File: config.mk
export PLATFORM = sky130hd
export DESIGN_NAME = load_store_unit
export DESIGN_NICKNAME = d
export VERILOG_FILES = /design/src/rtl/lsu_pkg.sv /design/src/rtl/lsu_unaligned_merge.sv /design/src/rtl/load_store_unit.sv
export SDC_FILE = /design/constraint.sdc
export NUM_CORES = 1
export LEC_CHECK = 0
export CORE_MARGIN = 2
export CORE_UTILIZATION = 47
export DETAILED_ROUTE_END_ITERATION = 8
export GPL_ROUTABILITY_DRIVEN = 0
export PLACE_DENSITY = 0.81
export SYNTH_ARGS = -nofsm -noshare
export SYNTH_HDL_FRONTEND = slang
export SYNTH_SLANG_ARGS = --single-unit
export TNS_END_PERCENT = 5
File: constraint.sdc
create_clock -name clk -period 3.2 [get_ports clk]
set_input_delay 0.64 -clock clk [delete_from_list [all_inputs] [get_ports clk]]
set_output_delay 0.64 -clock clk [all_outputs]
set_load 0.01 [all_outputs]
File: src/rtl/lsu_pkg.sv
// Shared types for the MEM-stage load/store unit: memory access modes,
// operation codes, exception codes and the registered request record.
package lsu_pkg;

   typedef enum logic [2:0] {
      NONE      = 3'd0,
      BYTE      = 3'd1,
      HALFWORD  = 3'd2,
      WORD      = 3'd3,
      WORDLEFT  = 3'd4,
      WORDRIGHT = 3'd5
   } mem_mode_t;

   // op[3] set means store
   typedef enum logic [3:0] {
      LB  = 4'd0,  LBU = 4'd1,  LH  = 4'd2,  LHU = 4'd3,
      LW  = 4'd4,  LWL = 4'd5,  LWR = 4'd6,
      SB  = 4'd8,  SH  = 4'd9,  SW  = 4'd10, SWL = 4'd11, SWR = 4'd12
   } lsu_op_t;

   localparam logic [4:0] EXC_ADEL = 5'd4;
   localparam logic [4:0] EXC_ADES = 5'd5;
   localparam logic [4:0] EXC_DBE  = 5'd7;

   typedef struct packed {
      lsu_op_t     op;
      logic [31:0] ea;
      logic [31:0] store_data;
      logic [31:0] rt_old;
      logic [4:0]  dest;
   } lsu_req_t;

   function automatic mem_mode_t op_mode(input lsu_op_t op);
      case (op)
         LB, LBU, SB: return BYTE;
         LH, LHU, SH: return HALFWORD;
         LW, SW:      return WORD;
         LWL, SWL:    return WORDLEFT;
         LWR, SWR:    return WORDRIGHT;
         default:     return NONE;
      endcase
   endfunction

endpackage

File: src/rtl/lsu_unaligned_merge.sv
// Byte-lane merge for lwl/lwr: lanes the memory did not supply keep rt_old.
module lsu_unaligned_merge
   import lsu_pkg::*;
(
   input  mem_mode_t   mode,
   input  logic [1:0]  k,
   input  logic [31:0] mem_data,
   input  logic [31:0] rt_old,
   output logic [31:0] merged
);

   // NOTE: merged gets a full default before the loop so no path leaves it unassigned (no latch).
   always_comb begin
      merged = mem_data;
      for (int lane = 0; lane < 4; lane++) begin
         // lwl fills lanes 3..3-k from memory, lwr fills lanes 0..3-k
         if ((mode == WORDLEFT && lane < 3 - int'(k)) ||
             (mode == WORDRIGHT && lane > 3 - int'(k)))
            merged[8*lane +: 8] = rt_old[8*lane +: 8];
      end
   end

endmodule

File: src/rtl/load_store_unit.sv
// MEM-stage load/store controller: one request at a time, a single-cycle memory
// access with alignment/range checks, and a held result toward writeback.
module load_store_unit
   import lsu_pkg::*;
#(
   parameter int MEM_ADDR_BITS = 16
) (
   input  logic        clk,
   input  logic        rst,
   input  logic        req_valid,
   output logic        req_ready,
   input  logic [3:0]  req_op,
   input  logic [31:0] req_base,
   input  logic [15:0] req_offset,
   input  logic [31:0] req_store_data,
   input  logic [31:0] req_rt_old,
   input  logic [4:0]  req_dest,
   output logic [31:0] mem_address,
   output logic [31:0] mem_data,
   output logic [2:0]  mem_write_mode,
   output logic [2:0]  mem_read_mode,
   output logic        mem_unsigned_load,
   output logic        mem_unaligned_left,
   output logic        mem_unaligned_right,
   input  logic [31:0] mem_read_data,
   output logic        wb_valid,
   input  logic        wb_ready,
   output logic [4:0]  wb_dest,
   output logic [31:0] wb_data,
   output logic        wb_write_en,
   output logic        exc_valid,
   output logic [4:0]  exc_code,
   output logic [31:0] exc_badvaddr
);

   typedef enum logic [1:0] {IDLE, ACCESS, RESP} state_t;

   state_t      state;
   lsu_req_t    req_q;
   logic [31:0] ea_next;
   mem_mode_t   mode;
   logic        store;
   logic        is_load;
   logic        exc;
   logic [4:0]  exc_cause;
   logic        access_go;
   logic [31:0] merged;

   assign ea_next = req_base + {{16{req_offset[15]}}, req_offset};
   assign mode    = op_mode(req_q.op);
   assign store   = req_q.op[3];
   assign is_load = !store && mode != NONE;

   // Alignment is checked before range; unknown ops never fault.
   always_comb begin
      exc       = 1'b0;
      exc_cause = '0;
      if ((mode == HALFWORD && req_q.ea[0]) || (mode == WORD && req_q.ea[1:0] != 2'b00)) begin
         exc       = 1'b1;
         exc_cause = store ? EXC_ADES : EXC_ADEL;
      end else if (mode != NONE && req_q.ea[31:MEM_ADDR_BITS] != '0) begin
         exc       = 1'b1;
         exc_cause = EXC_DBE;
      end
   end

   // NOTE: the memory controls decode from the registered state rather than being
   // registered themselves, so an asynchronous reset forces NONE at once and no write commits.
   assign access_go           = state == ACCESS && !exc && mode != NONE;
   assign mem_write_mode      = (access_go && store)  ? mode : NONE;
   assign mem_read_mode       = (access_go && !store) ? mode : NONE;
   assign mem_address         = access_go ? req_q.ea : '0;
   assign mem_data            = (access_go && store) ? req_q.store_data : '0;
   assign mem_unsigned_load   = access_go && !store && (req_q.op == LBU || req_q.op == LHU);
   assign mem_unaligned_left  = access_go && mode == WORDLEFT;
   assign mem_unaligned_right = access_go && mode == WORDRIGHT;

   lsu_unaligned_merge u_merge (
      .mode     (mode),
      .k        (req_q.ea[1:0]),
      .mem_data (mem_read_data),
      .rt_old   (req_q.rt_old),
      .merged   (merged)
   );

   // NOTE: all state and registered outputs use non-blocking assignments so every
   // register samples the pre-edge values.
   always_ff @(posedge clk or negedge rst) begin
      if (!rst) begin
         state        <= IDLE;
         req_ready    <= 1'b1;
         req_q        <= '0;
         wb_valid     <= 1'b0;
         wb_dest      <= '0;
         wb_data      <= '0;
         wb_write_en  <= 1'b0;
         exc_valid    <= 1'b0;
         exc_code     <= '0;
         exc_badvaddr <= '0;
      end else begin
         case (state)
            IDLE: begin
               if (req_valid) begin
                  req_q     <= '{op: lsu_op_t'(req_op), ea: ea_next, store_data: req_store_data,
                                 rt_old: req_rt_old, dest: req_dest};
                  req_ready <= 1'b0;
                  state     <= ACCESS;
               end
            end
            ACCESS: begin
               wb_valid     <= 1'b1;
               wb_dest      <= req_q.dest;
               wb_write_en  <= is_load && !exc;
               wb_data      <= (is_load && !exc) ? merged : '0;
               exc_valid    <= exc;
               exc_code     <= exc_cause;
               exc_badvaddr <= exc ? req_q.ea : '0;
               state        <= RESP;
            end
            RESP: begin
               if (wb_ready) begin
                  wb_valid    <= 1'b0;
                  wb_write_en <= 1'b0;
                  exc_valid   <= 1'b0;
                  req_ready   <= 1'b1;
                  state       <= IDLE;
               end
            end
            default: state <= IDLE;
         endcase
      end
   end

endmodule

Yosys cells after proc, flatten, opt, wreduce, memory -nomap -nowiden
Memory sizes are Yosys's and may differ from the RTL's.
Cells that the tools add are included.
{"block": "totals", "register_bits": 185, "rom_bits": 48, "input_bits": 157, "output_inout_bits": 151, "mem_count": 1}
{"name": "(name not given)", "depth": 16, "word_bits": 3, "rd": 1, "rd_clocked_by_memory_dff": 0, "write_ports": 0, "line": "lsu_pkg.sv:34", "rtl": "case (op)"}
{"block": "op_classes", "addsub": 2, "n_lt_le_gt_ge": 8, "eq_ne": 10, "mux": 25, "n_reduce_logical": 38}
{"op": "$mux 32", "n": 4}
{"op": "$gt 3x32->1 const A", "n": 2}
{"op": "$lt 3x32->1 const A", "n": 2}
{"op": "$add 32x32->32", "n": 1}
{"op": "$gt 1x32->1 const A", "n": 1}
{"op": "$gt 2x32->1 const A", "n": 1}
{"op": "$lt 1x32->1 const A", "n": 1}
{"op": "$lt 2x32->1 const A", "n": 1}
{"op": "$mux 8", "n": 4}
{"op": "$logic_and 1x1->1", "n": 20}
{"op": "$reduce_bool 16->1", "n": 1}
{"op": "$mux 3", "n": 4}
{"op": "$pmux 1 s2", "n": 4}
{"op": "$eq 3x2->1 const B", "n": 2}
{"op": "$eq 3x3->1 const B", "n": 2}
{"op": "$logic_or 1x1->1", "n": 6}
{"op": "$mux 1", "n": 6}
{"op": "$pmux 2 s3", "n": 1}
{"op": "$reduce_and 2->1", "n": 3}
{"op": "$reduce_bool 2->1", "n": 3}
{"op": "$eq 4x1->1 const B", "n": 1}
{"op": "$eq 4x2->1 const B", "n": 1}
{"op": "$mux 2", "n": 2}
{"op": "$ne 2x2->1 const B", "n": 2}
{"op": "7 further kinds", "n": 8}

Logic depth before layout (Yosys ltp)
Gate-level depths: netlist (run 1).
An unclocked memory read counts as a cell.
{"block": "depth", "depth_word": 10, "mapped_depth": 12, "mapped_depth_nobuf": 10}

Modules after synthesis
From an unflattened synthesis (run 1), not the netlist that was laid out.
{"block": "hier_totals", "cells_unflattened": 1112, "hier_area_um2": 10164.7}
{"module": "load_store_unit", "n_inst": 1, "cells_per_inst": 975, "area_each_um2": 9186.3, "seq_area_each_um2": 4580.6}
{"module": "lsu_unaligned_merge", "n_inst": 1, "cells_per_inst": 137, "area_each_um2": 978.4, "seq_area_each_um2": 0.0}

Worst setup path after synthesis (run 1)
Ideal clock, no wire load.
{"block": "synth_timing", "path_kind": "input port to flip-flop", "start": "in req_base[0]", "end": "reg req_q[99] (netlist name)", "setup_time_ns": 0.124, "arrival_time_ns": 2.712, "t_required_ns": 3.076, "slack_ns": 0.364, "cell_stages": 10, "n_path_buf": 0, "path_cell_list": "ha_1 > fa_1 > a21oi_1 > o211ai_2 > a31oi_2 > o211ai_2 > a31oi_4 > a21oi_2 > mux2i_1 > a211o_1"}
{"block": "synth_between", "elab_chain_cells": 1}
{"element": "start, declared", "line": "load_store_unit.sv:13", "rtl": "input logic [31:0] req_base,"}
{"element": "$add 32x32->32", "line": "load_store_unit.sv:49", "rtl": "assign ea_next = req_base + {{16{req_offset[15]}}, req_offset};"}
{"element": "end signal, assigned", "line": "load_store_unit.sv:104", "rtl": "req_q <= '{op: lsu_op_t'(req_op), ea: ea_next, store_data: req_store_data,"}
{"element": "end, declared", "line": "load_store_unit.sv:39", "rtl": "lsu_req_t req_q;"}
Every way passes these cells.
A chain may end at the register's enable or synchronous reset.

Final worst setup path (run 1)
{"block": "layout_timing", "start": "reg req_q[101] (netlist name)", "end": "out mem_address[15]"}
{"block": "layout_between", "elab_chain_cells": 9, "elab_cells_between_ends": 14, "classes_between": "eq/ne: 2; mux: 3; reduce/logical: 8; memory: 1"}
{"element": "$mem_v2 16x3 *"}
{"element": "$reduce_bool 3->1 / $eq 3x2->1 (equally long branches)", "line": "load_store_unit.sv:61, load_store_unit.sv:69, load_store_unit.sv:58"}
{"element": "$logic_and 1x1->1 (on tied branches)", "line": "load_store_unit.sv:61, load_store_unit.sv:58"}
{"element": "$mux 1 / $logic_or 1x1->1 (equally long branches)", "line": "load_store_unit.sv:61, load_store_unit.sv:58"}
{"element": "$mux 1", "line": "load_store_unit.sv:58", "rtl": "if ((mode == HALFWORD && req_q.ea[0]) || (mode == WORD && req_q.ea[1:0] != 2'b00)) begin"}
{"element": "$logic_not 1->1", "line": "load_store_unit.sv:69", "rtl": "assign access_go = state == ACCESS && !exc && mode != NONE;"}
{"element": "$logic_and 1x1->1", "line": "load_store_unit.sv:69"}
{"element": "$logic_and 1x1->1 *", "line": "load_store_unit.sv:69"}
{"element": "$mux 32 *", "line": "load_store_unit.sv:72", "rtl": "assign mem_address = access_go ? req_q.ea : '0;"}
{"element": "end, declared", "line": "load_store_unit.sv:18", "rtl": "output logic [31:0] mem_address,"}
Mark *: on every way between the ends. The rest lies on a longest branch, timed or not.

==> results of run 1 <==
[what timing repair did]
action | CTS | global route
gates cloned | 2 | 0
pin swaps | 7 | 8
gates resized for setup | 252 | 25
endpoints found under the setup margin | 57 | 57
setup buffers | 10 | 2
hold buffers | 0 | 0
[flip-flops by register name, summed over array words and instances (netlist names)]
name          flops
req_q           105
req_ready         1
exc_badvaddr     32
exc_code          3
exc_valid         1
wb_valid          1
wb_write_en       1
wb_dest           5
wb_data          32
state             2
[layer usage]
| metal | wire length [um] | vias to the layer above | GRT usage [%] | part of all wire, % |
|---|---|---|---|---|
| li1 | - | 4114 | - | - |
| met4 | 814 | 0 | 9.26 | 2.9 |
| met1 | 11600 | 4084 | 34.7 | 41 |
| met3 | 1990 | 59 | 5.55 | 7.1 |
| met2 | 13600 | 358 | 43.7 | 49 |
| met5 | 0 | - | 0 | 0 |
[cell usage in the layout, fill, tap and decap left out, types with 4 or more instances in the layout]
cell and instances:
a211oi_1 4, a21o_1 10, a21oi_1 32, a21oi_2 4, a22o_1 33, and2_1 14, and2_4 5, and3_1 37
buf_12 6, buf_2 43, buf_4 60, buf_6 17, clkbuf_16 17, clkdlybuf4s50_1 231, clkinvlp_4 5, conb_1 18
dfrtp_1 181, ha_1 32, inv_1 11, mux2i_1 35, nand2_1 323, nand2_2 4, nand3_1 6, nand4_1 9
nor2_1 21, nor2b_1 5, nor3_1 5, nor4_1 4, o21a_1 10, o21ai_0 49, o21ai_1 31, o21bai_1 6
o31ai_1 4, xnor2_1 14, xor2_1 12
[through the flow]
step | hold slack (ns) | std cells | utilization [%] | area [um^2] | TNS, ns
final | 0.250 | 1636 | 69.2 | 13500 | -2.12
after global routing | 0.300 | 1636 | 69.2 | 13500 | -8.22
after CTS | 0.283 | 1634 | 68.8 | 13500 | -0.292
after detailed placement | 0.456 | 1591 | 65.7 | 12900 | -5.29
after global placement | 0.448 | 1591 | 65.7 | 12900 | -1.38
after floorplan | 0.344 | 1046 | - | 9520 | 0
[worst max-delay path: stages, from the launching register on]
cell	delay (ns)
dfrtp_1	0.41
inv_2	0.11
ha_4	0.17
nand2_4	0.06
and2_4	0.16
a21oi_2	0.15
a31oi_2	0.07
a32oi_2	0.25
and3_4	0.27
buf_6	0.15
buf_16	0.13
buf_12	0.09
and2_4	0.13
buf_6	0.09
[power breakdown]
group / internal, mW / switching [mW] / total [mW]
Sequential: 3.37 / 0.711 / 4.08
Combinational: 2.35 / 2.46 / 4.81
Clock: 1.19 / 0.882 / 2.07
Total: 6.91 / 4.05 / 11.0
[how the worst min path moves through the flow]
stage	start	to	slack, ns	depth (start not counted)
2_1_floorplan	rst	exc_badvaddr[0]	0.34	0
3_3_place_gp	req_q[3]	wb_dest[3]	0.45	2
3_5_place_dp	req_q[48]	req_q[48]	0.46	2
4_1_cts	rst	wb_data[29]	0.28	1
5_1_grt	rst	wb_data[28]	0.30	1
6_report	rst	wb_data[28]	0.25	1
[cell type report]
cell class / instances / area, um^2
repair buffers: 363 / 3370
well taps: 265 / 332
multi-input cells: 780 / 4630
fillers: 1522 / 6040
flip-flops and latches: 183 / 4580
clock inverters: 11 / 125
clock buffers: 20 / 457
inverters: 14 / 52.6
[kinds of logic after synthesis]
| logic type | Yosys count | synth area share (%) |
|---|---|---|
| compound gates | 209 | 14.9 |
| xor+xnor | 26 | 2.41 |
| fa+ha+maj | 36 | 4.85 |
| buf+inv | 83 | 4.47 |
| flops | 183 | 48.5 |
| mux | 35 | 3.71 |
| other cells | 1 | 0.0397 |
| simple gates | 456 | 21.2 |
==> impl_metrics.json, run 1 <==
{
  "place_ws_ns": -0.156,
  "rows": 51,
  "track_usage_pct": 26.4,
  "power_mw": 11.0,
  "pin_count": 308,
  "min_period_ns": 3.31,
  "status": "finished with violations",
  "dpl.hpwl_um": 20000,
  "grt_pass1_wl_um": 44900,
  "worst_setup_path_start_kind": "flop",
  "synth_async_sr_flop_share_pct": 100,
  "worst_pin_slew_ns": 0.782,
  "cts_root_buffer": "clkbuf_16",
  "pwr_density_cell_nw_per_um2": 809,
  "seq_area_frac_synth_pct": 48.5,
  "cts.path.max_buffers": 2,
  "drtPass1Iterations": 5,
  "worst_ep_required_time_ns": 2.56,
  "end_kind": "output pin",
  "initialDrtViolationCount": 559,
  "antenna_cells": 0,
  "syn-mean-instance-area_um2": 9.19,
  "clkSinkCount": 183,
  "syn-instance-count": 1029,
  "max_cap_violations": 0,
  "setup_viol_count_final": 50,
  "grt_remaining_overflow": 0,
  "p_leak_nw": 6.54,
  "worst-r2r-setup-slack_ns": 0.66,
  "cp-endpoint": "mem_address[15]",
  "synth_most_common_cell": "nand2_1",
  "timing.final.ws_setup_ns": -0.111,
  "wirelength_um": 28000,
  "min_path_type": "in2async",
  "slew_headroom_pct": 47.9,
  "yosysTopAreaCell": "dfrtp_1",
  "vias": 8615,
  "synth_edf_count": 0,
  "grt_max_degree": 92,
  "io_buffers": 289,
  "drc_errors": 0,
  "core_um2": 19600,
  "drive_gt1_share_pct": 15.5,
  "reg2reg_from": "req_q[101]",
  "fin_crit_sh_pct": 103,
  "critical_path_class": "reg2out",
  "r2r_end": "wb_data[4]",
  "slew_viol_final": 0,
  "nets": 1552,
  "cts_made_buffers": 17,
  "start_util_pct": 48.2,
  "die_w_um": 146,
  "synth-seq-cells": 183,
  "tritoncts": "yes",
  "vias_per_cell": 5.27,
  "rsz0062_at_grt": "yes",
  "peakVddDrop_uv": 349,
  "yosys-top-cells-count": "328 x nand2_1, 182 x dfrtp_1, 51 x o21ai_0",
  "startpoint": "req_q[101]",
  "netlist.area_leader.share_pct": 48.2,
  "die_h_um": 146,
  "arrival_ns": 2.67,
  "max_freq_mhz": 302,
  "hold_viol": 0,
  "clk_pin_slew_ns": 0.07,
  "fin_skew_ns": 0.0107,
  "htreeDepth": 4,
  "wire_per_inst_um": 17.1,
  "antenna_found_initial": 0,
  "synthDistinctLibCells": 62,
  "synth_area_um2": 9450,
  "ys_top_cells_by_area": "dfrtp_1 48%, nand2_1 13%, ha_1 4.6%",
  "synth_warnings": 0,
  "violations": "setup timing",
  "yosys_most_used_dff": "dfrtp_1",
  "r2r_cells": 11,
  "clk_latency_ns": 0.43,
  "die-area_um2": 21300,
  "critPathMaxFanout": 8,
  "grt_pass1_vias": 8571,
  "areaGrowthSynthToFinish_pct": 43.4,
  "ant_nets": 0
}
(Power assumes the default switching activity.)
==> run 2: changes to the inputs <==
--- a/config.mk
+++ b/config.mk
@@ -6,10 +6,10 @@
 export NUM_CORES = 1
 export LEC_CHECK = 0
 export CORE_MARGIN = 2
-export CORE_UTILIZATION = 47
+export CORE_UTILIZATION = 50
 export DETAILED_ROUTE_END_ITERATION = 8
+export DONT_BUFFER_PORTS = 1
 export GPL_ROUTABILITY_DRIVEN = 0
-export PLACE_DENSITY = 0.81
 export SYNTH_ARGS = -nofsm -noshare
 export SYNTH_HDL_FRONTEND = slang
 export SYNTH_SLANG_ARGS = --single-unit
==> constraint.sdc (replaced) <==
create_clock -name clk -period 3.65 [get_ports clk]
set_input_delay 0.73 -clock clk [delete_from_list [all_inputs] [get_ports clk]]
set_output_delay 0.73 -clock clk [all_outputs]
set_load 0.01 [all_outputs]
==> run 2 against run 1 <==
Net effect: the flow now finishes without violations; wire length decreased by 16%; register-to-register slack better by 0.48 ns; clock power down 14%; worst setup slack gained 0.25 ns; sequential cell count did not move; via count decreased by 19%; first-iteration DRC count is 33% lower; sequential share of layout area increased by 11 points; sequential power is 5.1% lower; clock skew hardly changed; final cell count down 23%.
==> impl_metrics.json, run 2 (synthesis results as in run 1) <==
{
  "status": "completed",
  "grt_max_degree": 129,
  "tns_ns": 0,
  "vias_per_cell": 5.55,
  "startpoint": "req_q[103]",
  "nets": 1205,
  "fin_util_pct": 54.9,
  "clk_pin_slew_ns": 0.07,
  "mostFrequentLayoutCells": "328 x nand2_1, 180 x dfrtp_1, 51 x o21ai_0",
  "largest_reg_flops": 105,
  "p_leak_nw": 5.02,
  "ant_nets": 0,
  "top_register": "req_q",
  "antenna_found_initial": 0,
  "initialDrtViolationCount": 375,
  "worst_setup_path_start_kind": "flop",
  "antenna_cells": 0,
  "vias": 6983,
  "io_buffers": 0,
  "grt_pass1_vias": 6585,
  "die_w_um": 141,
  "pin_count": 308,
  "arrival_ns": 2.78,
  "grt_pass1_wl_um": 35400,
  "drtPass1Iterations": 4,
  "fin_crit_sh_pct": 96.1,
  "die-area_um2": 20000,
  "drive_gt1_share_pct": 7.51,
  "track_usage_pct": 22.7,
  "cts_made_buffers": 17,
  "areaGrowthSynthToFinish_pct": 8.34,
  "setup_viol_count_final": 0,
  "min_path_type": "in2async",
  "wirelength_um": 23400,
  "final_common_cell": "nand2_1",
  "fill_cells": 1756,
  "post_cts_buffers": 0,
  "pwr_density_cell_nw_per_um2": 793,
  "peakVddDrop_uv": 373,
  "clkSinkCount": 183,
  "drc_errors": 0,
  "tritoncts": "yes",
  "fin_skew_ns": 0.0111,
  "wire_per_inst_um": 18.6,
  "rsz0062_at_grt": "no",
  "max_cap_violations": 0,
  "critPathMaxFanout": 16,
  "power_mw": 8.12,
  "die_h_um": 141,
  "slew_headroom_pct": 36.4,
  "cts_root_buffer": "clkbuf_16",
  "end_kind": "output pin",
  "htreeDepth": 4,
  "top_regs": "req_q: 105 flops, exc_badvaddr: 32 flops, wb_data: 32 flops",
  "worst_pin_slew_ns": 0.952,
  "grt_remaining_overflow": 0,
  "holdWs_ns": 0.158,
  "dpl.hpwl_um": 16400,
  "max_freq_mhz": 285,
  "start_util_pct": 50.7,
  "core_um2": 18600,
  "rows": 50,
  "slew_viol_final": 0,
  "min_period_ns": 3.51,
  "hold_viol": 0,
  "clk_latency_ns": 0.42,
  "critical_path_class": "reg2out",
  "reg2reg_from": "req_q[103]",
  "worst_ep_required_time_ns": 2.92,
  "cts.path.max_buffers": 2
}
## run 2: changes by cell type in the layout (fill, tap and decap cells not counted), moves of 3 or more
cell / change
clkdlybuf4s50_1: -231
clkinv_4: +4
nand2_2: -4
buf_2: -43
ha_4: -3
and2_1: +4
and2_4: -5
buf_6: -17
buf_12: -4
clkinvlp_4: -3
clkbuf_2: -3
nand2_1: +5
buf_4: -50
## run 2: report_power, final
group | switching [mW] | leakage (nW) | internal, mW
registers | 0.916 | 2.31 | 2.95
logic | 1.51 | 2.44 | 0.980
clock network | 0.795 | 0.270 | 0.974
total | 3.22 | 5.02 | 4.91
## run 2: layout make-up
type                    instances  area [um^2]  area share, %
inverters                      14         52.6          0.513
flip-flops and latches        183         4580           44.8
repair buffers                 16          195           1.91
clock buffers                  21          450           4.40
clock inverters                11          118           1.15
well taps                     234          293           2.86
multi-input cells             780         4550           44.4
## run 2: per-layer routing
layer / up-vias / GRT usage, % / wire [um]
li1: 3423 / - / -
met4: 0 / 7.05 / 453
met5: - / 0 / 0
met3: 30 / 6.75 / 1800
met1: 3308 / 27.7 / 9710
met2: 222 / 38.9 / 11500
## run 2: through the flow
| stage | instance area [um^2] | cells | setup WS [ns] |
|---|---|---|---|
| CTS | 10200 | 1259 | 0.000515 |
| finish | 10200 | 1259 | 0.141 |
| detailed placement | 9570 | 1224 | 0.449 |
| global placement | 9570 | 1224 | 0.533 |
| floorplan | 9520 | 1046 | 0.724 |
| global route | 10200 | 1259 | 0.00532 |
## run 2: what timing repair did
item                                    4_1_cts  5_1_grt
resized for setup                             0       11
endpoints found under the setup margin        0       54
endpoints found under the hold margin       125        0
hold buffers                                  3        0
## run 2: worst max-delay path: stages (launching register included)
cell and delay [ns]:
dfrtp_2 0.52, nand2b_4 0.19, a21boi_1 0.16, o21ai_4 0.28, nand2_1 0.13, a32oi_2 0.30, and3_4 0.30, nand2_1 0.13
nor3b_2 0.35
## run 2: path summary, 6_finish.rpt
path                       cells past startpoint  slack (ns)                end
max                                            8        0.14  mem_write_mode[1]
min                                            1        0.16          req_q[29]
max reg2reg                                    9        1.14        wb_data[29]
min in group clk                               2        0.41          req_q[10]
min reg2reg                                    2        0.46         wb_dest[0]
max in group asynchronous                      1        2.15          req_q[75]
==> run 3: changes to the inputs <==
--- a/config.mk
+++ b/config.mk
@@ -5,6 +5,7 @@
 export SDC_FILE = /design/constraint.sdc
 export NUM_CORES = 1
 export LEC_CHECK = 0
+export ABC_AREA = 0
 export CORE_MARGIN = 2
 export CORE_UTILIZATION = 50
 export DETAILED_ROUTE_END_ITERATION = 8
==> results of run 3 <==
No change in the layout: final DEF, timing and power equal those of run 2.
